File: src/rtl/lsu_pkg.sv
// Shared types and constants for the data-memory load/store unit.
// No logic; no latency; no backpressure.
// Holds the FSM state encoding, RV32I size/sign codes and the default data width.
package lsu_pkg;

    localparam int DATA_W_DEF = 32;

    localparam logic [2:0] F3_B  = 3'b000;
    localparam logic [2:0] F3_H  = 3'b001;
    localparam logic [2:0] F3_W  = 3'b010;
    localparam logic [2:0] F3_BU = 3'b100;
    localparam logic [2:0] F3_HU = 3'b101;

    typedef enum logic [2:0] {
        IDLE,
        RD,
        CAP,
        WR,
        FIN
    } lsu_state_t;

endpackage

File: src/rtl/lsu_align.sv
// Lane extraction with sign/zero extension for loads, and lane merge for sub-word stores.
// Purely combinational; zero latency.
// No flow control; the caller samples the outputs when it needs them.
module lsu_align
    import lsu_pkg::*;
#(
    parameter int DATA_W = DATA_W_DEF
) (
    input  logic [2:0]        funct3,
    input  logic [1:0]        off,
    input  logic [DATA_W-1:0] ram_word,
    input  logic [DATA_W-1:0] wdata,
    output logic [DATA_W-1:0] load_data,
    output logic [DATA_W-1:0] merge_data
);

    logic [4:0]        sh_b;
    logic [4:0]        sh_h;
    logic [7:0]        lane_b;
    logic [15:0]       lane_h;
    logic [DATA_W-1:0] mask_b;
    logic [DATA_W-1:0] mask_h;

    always_comb begin
        sh_b   = {off, 3'b000};
        sh_h   = {off[1], 4'b0000};
        lane_b = 8'(ram_word >> sh_b);
        lane_h = 16'(ram_word >> sh_h);
        mask_b = {{(DATA_W-8){1'b0}}, 8'hFF} << sh_b;
        mask_h = {{(DATA_W-16){1'b0}}, 16'hFFFF} << sh_h;

        load_data = ram_word;
        case (funct3)
            F3_B:    load_data = {{(DATA_W-8){lane_b[7]}}, lane_b};
            F3_H:    load_data = {{(DATA_W-16){lane_h[15]}}, lane_h};
            F3_BU:   load_data = {{(DATA_W-8){1'b0}}, lane_b};
            F3_HU:   load_data = {{(DATA_W-16){1'b0}}, lane_h};
            default: ;
        endcase

        // Clear the target lane of the RAM word, then OR in the shifted store data.
        merge_data = wdata;
        case (funct3)
            F3_B:    merge_data = (ram_word & ~mask_b)
                                | ({{(DATA_W-8){1'b0}}, wdata[7:0]} << sh_b);
            F3_H:    merge_data = (ram_word & ~mask_h)
                                | ({{(DATA_W-16){1'b0}}, wdata[15:0]} << sh_h);
            default: ;
        endcase
    end

endmodule

File: src/rtl/dmem_lsu.sv
// Load/store unit between the core data port and a word-wide RAM (misalign trap: LSU_MISALIGN_TRAP_EN).
// Latency accept->DONE: LW/LB/LH 3, SW 2, SB/SH 4, no-op or trapped misalign 1 cycle.
// One access in flight; REQ is ignored while BUSY, the core holds REQ until DONE.
module dmem_lsu
    import lsu_pkg::*;
#(
    parameter int DATA_W  = DATA_W_DEF,
    parameter int RAM_ADD = 10,
    parameter int ADDR_W  = 32
) (
    input  logic               CLK,
    input  logic               RST_n,
    input  logic               REQ,
    input  logic               WE,
    input  logic [2:0]         FUNCT3,
    input  logic [ADDR_W-1:0]  ADDR,
    input  logic [DATA_W-1:0]  WDATA,
    output logic               BUSY,
    output logic               DONE,
    output logic [DATA_W-1:0]  RDATA,
    output logic               MISALIGN,
    output logic [RAM_ADD-1:0] RAM_ADDRESS,
    output logic               RAM_OE,
    output logic               RAM_WR,
    output logic [DATA_W-1:0]  RAM_DATA_IN,
    input  logic [DATA_W-1:0]  RAM_DATA_OUT
);

    lsu_state_t        state;
    logic              we_q;
    logic [2:0]        f3_q;
    logic [1:0]        off_q;
    logic [DATA_W-1:0] wdata_q;

    logic              f3_ok;
    logic              is_h;
    logic              is_w;
    logic              mis_in;
    logic [1:0]        off_in;
    logic [DATA_W-1:0] load_data;
    logic [DATA_W-1:0] merge_data;

    // Upper address bits wrap the access onto the RAM.
    logic unused_addr_hi;
    assign unused_addr_hi = ^ADDR[ADDR_W-1:RAM_ADD+2];

    always_comb begin
        is_h = (FUNCT3[1:0] == 2'b01);
        is_w = (FUNCT3[1:0] == 2'b10);
        case (FUNCT3)
            F3_B, F3_H, F3_W: f3_ok = 1'b1;
            F3_BU, F3_HU:     f3_ok = !WE;
            default:          f3_ok = 1'b0;
        endcase
        off_in = ADDR[1:0];
        if (is_h) off_in[0] = 1'b0;
        if (is_w) off_in    = 2'b00;
`ifdef LSU_MISALIGN_TRAP_EN
        mis_in = f3_ok && ((is_h && ADDR[0]) || (is_w && (ADDR[1:0] != 2'b00)));
`else
        mis_in = 1'b0;
`endif
    end

    lsu_align #(.DATA_W(DATA_W)) u_align (
        .funct3     (f3_q),
        .off        (off_q),
        .ram_word   (RAM_DATA_OUT),
        .wdata      (wdata_q),
        .load_data  (load_data),
        .merge_data (merge_data)
    );

    always_ff @(posedge CLK or negedge RST_n) begin
        if (!RST_n) begin
            state       <= IDLE;
            we_q        <= 1'b0;
            f3_q        <= 3'b000;
            off_q       <= 2'b00;
            wdata_q     <= '0;
            BUSY        <= 1'b0;
            DONE        <= 1'b0;
            MISALIGN    <= 1'b0;
            RAM_OE      <= 1'b0;
            RAM_WR      <= 1'b0;
            RDATA       <= '0;
            RAM_ADDRESS <= '0;
            RAM_DATA_IN <= '0;
        end else begin
            case (state)
                IDLE: begin
                    if (REQ) begin
                        we_q        <= WE;
                        f3_q        <= FUNCT3;
                        off_q       <= off_in;
                        wdata_q     <= WDATA;
                        RAM_ADDRESS <= ADDR[RAM_ADD+1:2];
                        BUSY        <= 1'b1;
                        if (!f3_ok || mis_in) begin
                            DONE     <= 1'b1;
                            MISALIGN <= mis_in;
                            state    <= FIN;
                        end else if (WE && FUNCT3 == F3_W) begin
                            RAM_WR      <= 1'b1;
                            RAM_DATA_IN <= WDATA;
                            state       <= WR;
                        end else begin
                            RAM_OE <= 1'b1;
                            state  <= RD;
                        end
                    end
                end
                RD: begin
                    RAM_OE <= 1'b0;
                    state  <= CAP;
                end
                CAP: begin
                    if (we_q) begin
                        RAM_DATA_IN <= merge_data;
                        RAM_WR      <= 1'b1;
                        state       <= WR;
                    end else begin
                        RDATA <= load_data;
                        DONE  <= 1'b1;
                        state <= FIN;
                    end
                end
                WR: begin
                    RAM_WR <= 1'b0;
                    DONE   <= 1'b1;
                    state  <= FIN;
                end
                FIN: begin
                    DONE     <= 1'b0;
                    MISALIGN <= 1'b0;
                    BUSY     <= 1'b0;
                    state    <= IDLE;
                end
                default: state <= IDLE;
            endcase
        end
    end

endmodule
File: config.mk
export PLATFORM = sky130hd
export DESIGN_NAME = dmem_lsu
export DESIGN_NICKNAME = d
export VERILOG_FILES = /design/src/rtl/lsu_pkg.sv /design/src/rtl/lsu_align.sv /design/src/rtl/dmem_lsu.sv
export SDC_FILE = /design/constraint.sdc
export NUM_CORES = 1
export LEC_CHECK = 0
export CAP_MARGIN = 20
export CORE_UTILIZATION = 48
export CTS_CLUSTER_SIZE = 28
export DETAILED_ROUTE_END_ITERATION = 12
export HOLD_SLACK_MARGIN = 0.08
export PLACE_DENSITY = 0.83
export SYNTH_ARGS = -nofsm -noshare
export SYNTH_HDL_FRONTEND = slang
export SYNTH_SLANG_ARGS = --single-unit
File: constraint.sdc
create_clock -name CLK -period 2.2 [get_ports CLK]
set_input_delay 0.44 -clock CLK [delete_from_list [all_inputs] [get_ports CLK]]
set_output_delay 0.44 -clock CLK [all_outputs]
set_load 0.01 [all_outputs]
# Yosys cells after proc, flatten, opt, wreduce, memory -nomap -nowiden
# Index checks and enable logic that the tools add are counted.
# totals
regBits,120
inputBits,103
output_inout_bits,79
# op_classes
eq_ne,20
n_shift,6
n_mux,33
bitwise_logic,7
n_reduce_logical,20
# ops
op,n
2-to-1 mux 32 bit,4
case mux 32 bit (2 select lines),2
case mux 32 bit (4 select lines),1
bitwise AND 32 bit,2
inverter 32 bit,2
bitwise OR 32 bit,2
left shift 16 x 5 -> 32 bit,1
left shift 16 x 5 -> 32 bit (first input constant),1
left shift 8 x 5 -> 32 bit,1
left shift 8 x 5 -> 32 bit (first input constant),1
>> shifter 32 x 5 -> 16 bit,1
>> shifter 32 x 5 -> 8 bit,1
equality test 3 bit (second input constant),5
2-to-1 mux 1 bit,14
!= test 2 bit (second input constant),7
case mux 3 bit (4 select lines),1
AND reduction 5 bit,2
equality test 3 x 1 -> 1 bit (second input constant),3
equality test 3 x 2 -> 1 bit (second input constant),3
logical NOT 3 bit,3
2-to-1 mux 3 bit,3
case mux 1 bit (2 select lines),4
AND reduction 4 bit,2
AND reduction 2 bit,3
other kinds (14),17

# Depth between registers and ports, before layout
# logic_depth
depth_word,7
ltp_mapped,7
mapped_depth_nobuf,4

# Hierarchy
# From an unflattened synthesis, not the netlist that was laid out.
# unflattened
cells_unflattened,634
area_unflattened_um2,6273.5
# by_module_without_submodules
mod,instances,cells_per_inst,area_each_um2,seq_area_each_um2
dmem_lsu,1,417,4988.5,2977.9
lsu_align,1,217,1285.0,0.0

# Least setup slack after synthesis
# OpenSTA, ideal clock, no wires.
# synth_path
path_kind,register to register
start,reg state[0]
end,reg RAM_DATA_IN[22]
setup_time_ps,130
t_arrival_ps,1528
setup_slack_ps,543
path_stages_with_launch,8
synth_period_minus_slack_ps,1657
path_cell_list,dfrtp_1 -> buf_4 -> nor4bb_1 -> buf_2 -> a21oi_2 -> buf_4 -> a21boi_0 -> o21ai_0
# synth_via
elab_chain_len,3
elab_cells_between_ends,9
cone_classes,eq/ne: 5; mux: 1; reduce/logical: 3
# synth_lines
item,line_no,source
"start, declared",dmem_lsu.sv:29,lsu_state_t state;
"start signal, assigned",dmem_lsu.sv:76,state <= IDLE;
"start signal, assigned",dmem_lsu.sv:102,state <= FIN;
"start signal, assigned",dmem_lsu.sv:106,state <= WR;
equality test 3 x 2 -> 1 bit or logical NOT 3 bit (tied branches),dmem_lsu.sv:90,case (state)
!= test 2 bit (no line) or nonzero test 2 bit (tied branches),n/a,
AND reduction 5 bit (no line),n/a,
"end signal, assigned",dmem_lsu.sv:119,RAM_DATA_IN <= merge_data;
"end, declared",dmem_lsu.sv:25,"output logic [DATA_W-1:0] RAM_DATA_IN,"
# Parallel ways exist; a longest one is shown, timed or not.
# A chain may end at the register's enable or synchronous reset.

# Worst setup path after layout
# layout_path
start,reg off_q[0]
end,reg RAM_DATA_IN[21]
# layout_via
elab_chain_len,7
elab_cells_between_ends,8
cone_classes,shift: 2; mux: 3; bitwise: 3
# layout_lines
item,line_no,source
"start, declared",dmem_lsu.sv:32,logic [1:0] off_q;
"start signal, assigned",dmem_lsu.sv:95,off_q <= off_in;
left shift 8 x 5 -> 32 bit,lsu_align.sv:29,"mask_b = {{(DATA_W-8){1'b0}}, 8'hFF} << sh_b;"
inverter 32 bit,lsu_align.sv:44,F3_B: merge_data = (ram_word & ~mask_b)
bitwise AND 32 bit,lsu_align.sv:44,
bitwise OR 32 bit *,lsu_align.sv:45,"| ({{(DATA_W-8){1'b0}}, wdata[7:0]} << sh_b);"
case mux 32 bit (2 select lines) *,lsu_align.sv:43,case (funct3)
2-to-1 mux 32 bit *,dmem_lsu.sv:118,if (we_q) begin
case mux 32 bit (2 select lines) *,dmem_lsu.sv:90,
# Mark *: on every way between the ends. The rest lies on a longest branch, timed or not. The select of a mux whose other input is x is not followed.

==> flow_summary.toml <==
[outcome]
status = "finished, final reports clean"

[flow_run]
maxCapViolCount = 0

[grt]
antenna_found_initial = 0
overflow = 0
grt_first_pass_wirelength_mm = 30.9
grt_pass1_vias = 5919
grt.total_usage = 0.307
grt_max_degree = 120

[pwr]
p_leak_nw = 3.79
power_mw = 13.2
cellPowerDensity_nw_per_um2 = 1520
peakVddDrop_v = 0.000962

[timing]
fin_skew_ps = 6.05
slew-limit-headroom = 0.557
tns_ps = 0
period_needed_ps = 1980
hold_viol = 0
finalSetupViolCount = 0
tightest_slew_ps = 663
post-route-period-util = 0.901
maxSlewViolCount = 0
holdWs_ps = 104
max_freq_mhz = 505
rsz0062_at_grt = "false"

[worst_setup_path]
max_stage_delay_ps = 510
worst-setup-path-type = "reg2reg"
cp_slowest_cell = "a211oi_1"
crit_required_ps = 2480
critPathMaxFanout = 16
reg2reg_from = "off_q[0]$_DFFE_PN0P_"
r2r_end = "RAM_DATA_IN[21]$_DFFE_PN0P_"
cpLargestDelayFamily = "simple AND/OR/NAND/NOR gates"
cp-start-kind = "flip-flop"
worst-path-buf-inv = 0
endpoint_kind = "flip-flop"
r2r_slack_ps = 220
arrival_ps = 2260
rr_worst_depth = 4
path_cells = "nand2b_1, nand2_1, a211oi_1, o21ai_1"

[drt]
detailedRoute.firstPassIterationCount = 5
finalWirelength_mm = 19.6
vias_per_cell = 5.69
num_vias = 6028
postRouteAntennaNets = 0
drc = 0
post_drt_wl_per_cell_um = 18.5
drt_iter0_markers = 552

[synthesis]
synth_top_area_cell = "dfrtp_1"
synthFlopType = "dfrtp_1"
yosys-top-cells-count = "nand2_1 (181), dfrtp_1 (119), nor2_1 (70), a21oi_1 (53), buf_2 (25)"
synth-seq-cells = 119
synth-edff-count = 0
synth_area_per_cell_um2 = 8.77
synth_nets = 816
netlist_instances = 713
synth_most_common_cell = "nand2_1"
synth_area_um2 = 6250
synth.area.top_cells = "dfrtp_1 (48%), nand2_1 (11%), a21oi_1 (4.2%)"
ys_seq_area_frac = 0.476
synthArstFlopShare = 1.00
yosys.area.top_type_share = 0.476
synth.distinct_cells = 59
yosysWarnings = 0

[layout]
multi_input_area_um2 = 3000
diodes = 0
stdcell_area_um2 = 8680
fin_nets = 979
drive_above_1_share = 0.104
seqCellArea_um2 = 2980
syn_to_final_growth_pct = 38.8
n_fill_cell = 1019

[cts]
hold_buffers = 0
cts_resized = 0
numCtsBuffers = 17
htreeDepth = 4
root_buffer = "clkbuf_16"
clkLatencyLatePin_ps = 410
clk_pin_slew_ps = 50
cts_setup_buffers = 0
cts_tree = "yes"
cts_sinks = 119
cts_buffer_depth = 2

[placed_design]
placedInstanceArea_um2 = 8150
gp_congestion = 0.856
dpl.hpwl_mm = 14.1
io_buffers = 160

[min_path]
hp-class = "in2async"

[floorplanning]
start_util = 0.494
io_pins = 182
rows = 41
die_area_um2 = 13500
core_um2 = 12700
die_x_um = 116
dieHeight_um = 116
[through the flow]
stage / setup slack [ps] / util / std cells
2_1_floorplan: 543 / - / 713
3_3_place_gp: 83.3 / 0.643 / 1029
3_5_place_dp: 15.9 / 0.643 / 1029
4_1_cts: 197 / 0.685 / 1059
5_1_grt: 53.9 / 0.685 / 1059
6_report: 218 / 0.685 / 1059
[cells by family after synthesis]
| logic type | share of synthesized area |
|---|---|
| AND/OR/NAND/NOR | 0.244 |
| AO/OA/AOI/OAI | 0.200 |
| flip-flops | 0.476 |
| buffers and inverters | 0.0460 |
| multiplexers | 0.0334 |
| other | 0.000600 |
[routing by layer]
metal  GRT usage  up-vias  wire (um)
li1            -     2812          -
met1       0.404     2913       8310
met2       0.477      266       9190
met3      0.0825       37       1530
met4       0.132        0        594
met5           0        -          0
[placed cells by master, fill, tap and decap left out, drive strengths merged, types with 9 or more instances in the layout]
master,netlist,layout
nand2,181,181
clkdlybuf4s50,0,159
dfrtp,119,119
nor2,72,72
a21oi,54,54
buf,35,39
clkbuf,19,26
a211oi,24,24
o21ai,24,24
nor3b,16,16
mux2i,13,13
nand2b,12,12
nor3,12,12
nand3,10,10
o211ai,10,10
o31ai,9,9
nand4,9,9
o21bai,9,9
[worst reg2reg max path, cell delays in order, from the launching register on]
cell and delay, ps:
dfrtp_1 440, nand2b_1 440, nand2_1 310, a211oi_1 510, o21ai_1 150
[sequential cells by signal, indices dropped and copies added, names as in the netlist]
| register | flops |
|---|---|
| wdata_q | 32 |
| RAM_DATA_IN | 32 |
| state | 3 |
| RDATA | 32 |
| we_q | 1 |
| RAM_WR | 1 |
| f3_q | 3 |
| BUSY | 1 |
| RAM_OE | 1 |
| DONE | 1 |
| RAM_ADDRESS | 10 |
| off_q | 2 |
[power by group]
group          internal [mW]  switching, mW
combinational           3.09           3.35
sequential              3.30          0.897
clock                   1.62          0.924
total                   8.01           5.17
[how the worst max path moves through the flow]
stage / startpoint / end / cells past startpoint
after detailed placement: REQ / RAM_ADDRESS[1]$_DFFE_PN0P_ / 7
final: off_q[0]$_DFFE_PN0P_ / RAM_DATA_IN[21]$_DFFE_PN0P_ / 4
after global placement: REQ / wdata_q[13]$_DFFE_PN0P_ / 7
after CTS: state[0]$_DFFE_PN0N_ / RAM_DATA_IN[21]$_DFFE_PN0P_ / 5
after global routing: off_q[0]$_DFFE_PN0P_ / RAM_DATA_IN[16]$_DFFE_PN0P_ / 4
after floorplan: state[0]$_DFFE_PN0N_ / RAM_DATA_IN[22]$_DFFE_PN0P_ / 7
[final cells by class]
| cell class | instances | share of cell area |
|---|---|---|
| clock inverters | 4 | 0.00519 |
| clock buffers | 26 | 0.0563 |
| multi-input cells | 536 | 0.345 |
| flip-flops and latches | 119 | 0.343 |
| repair buffers | 198 | 0.224 |
| inverters | 4 | 0.00173 |
| well taps | 172 | 0.0248 |
No activity file was read; power rests on OpenSTA's default activity.
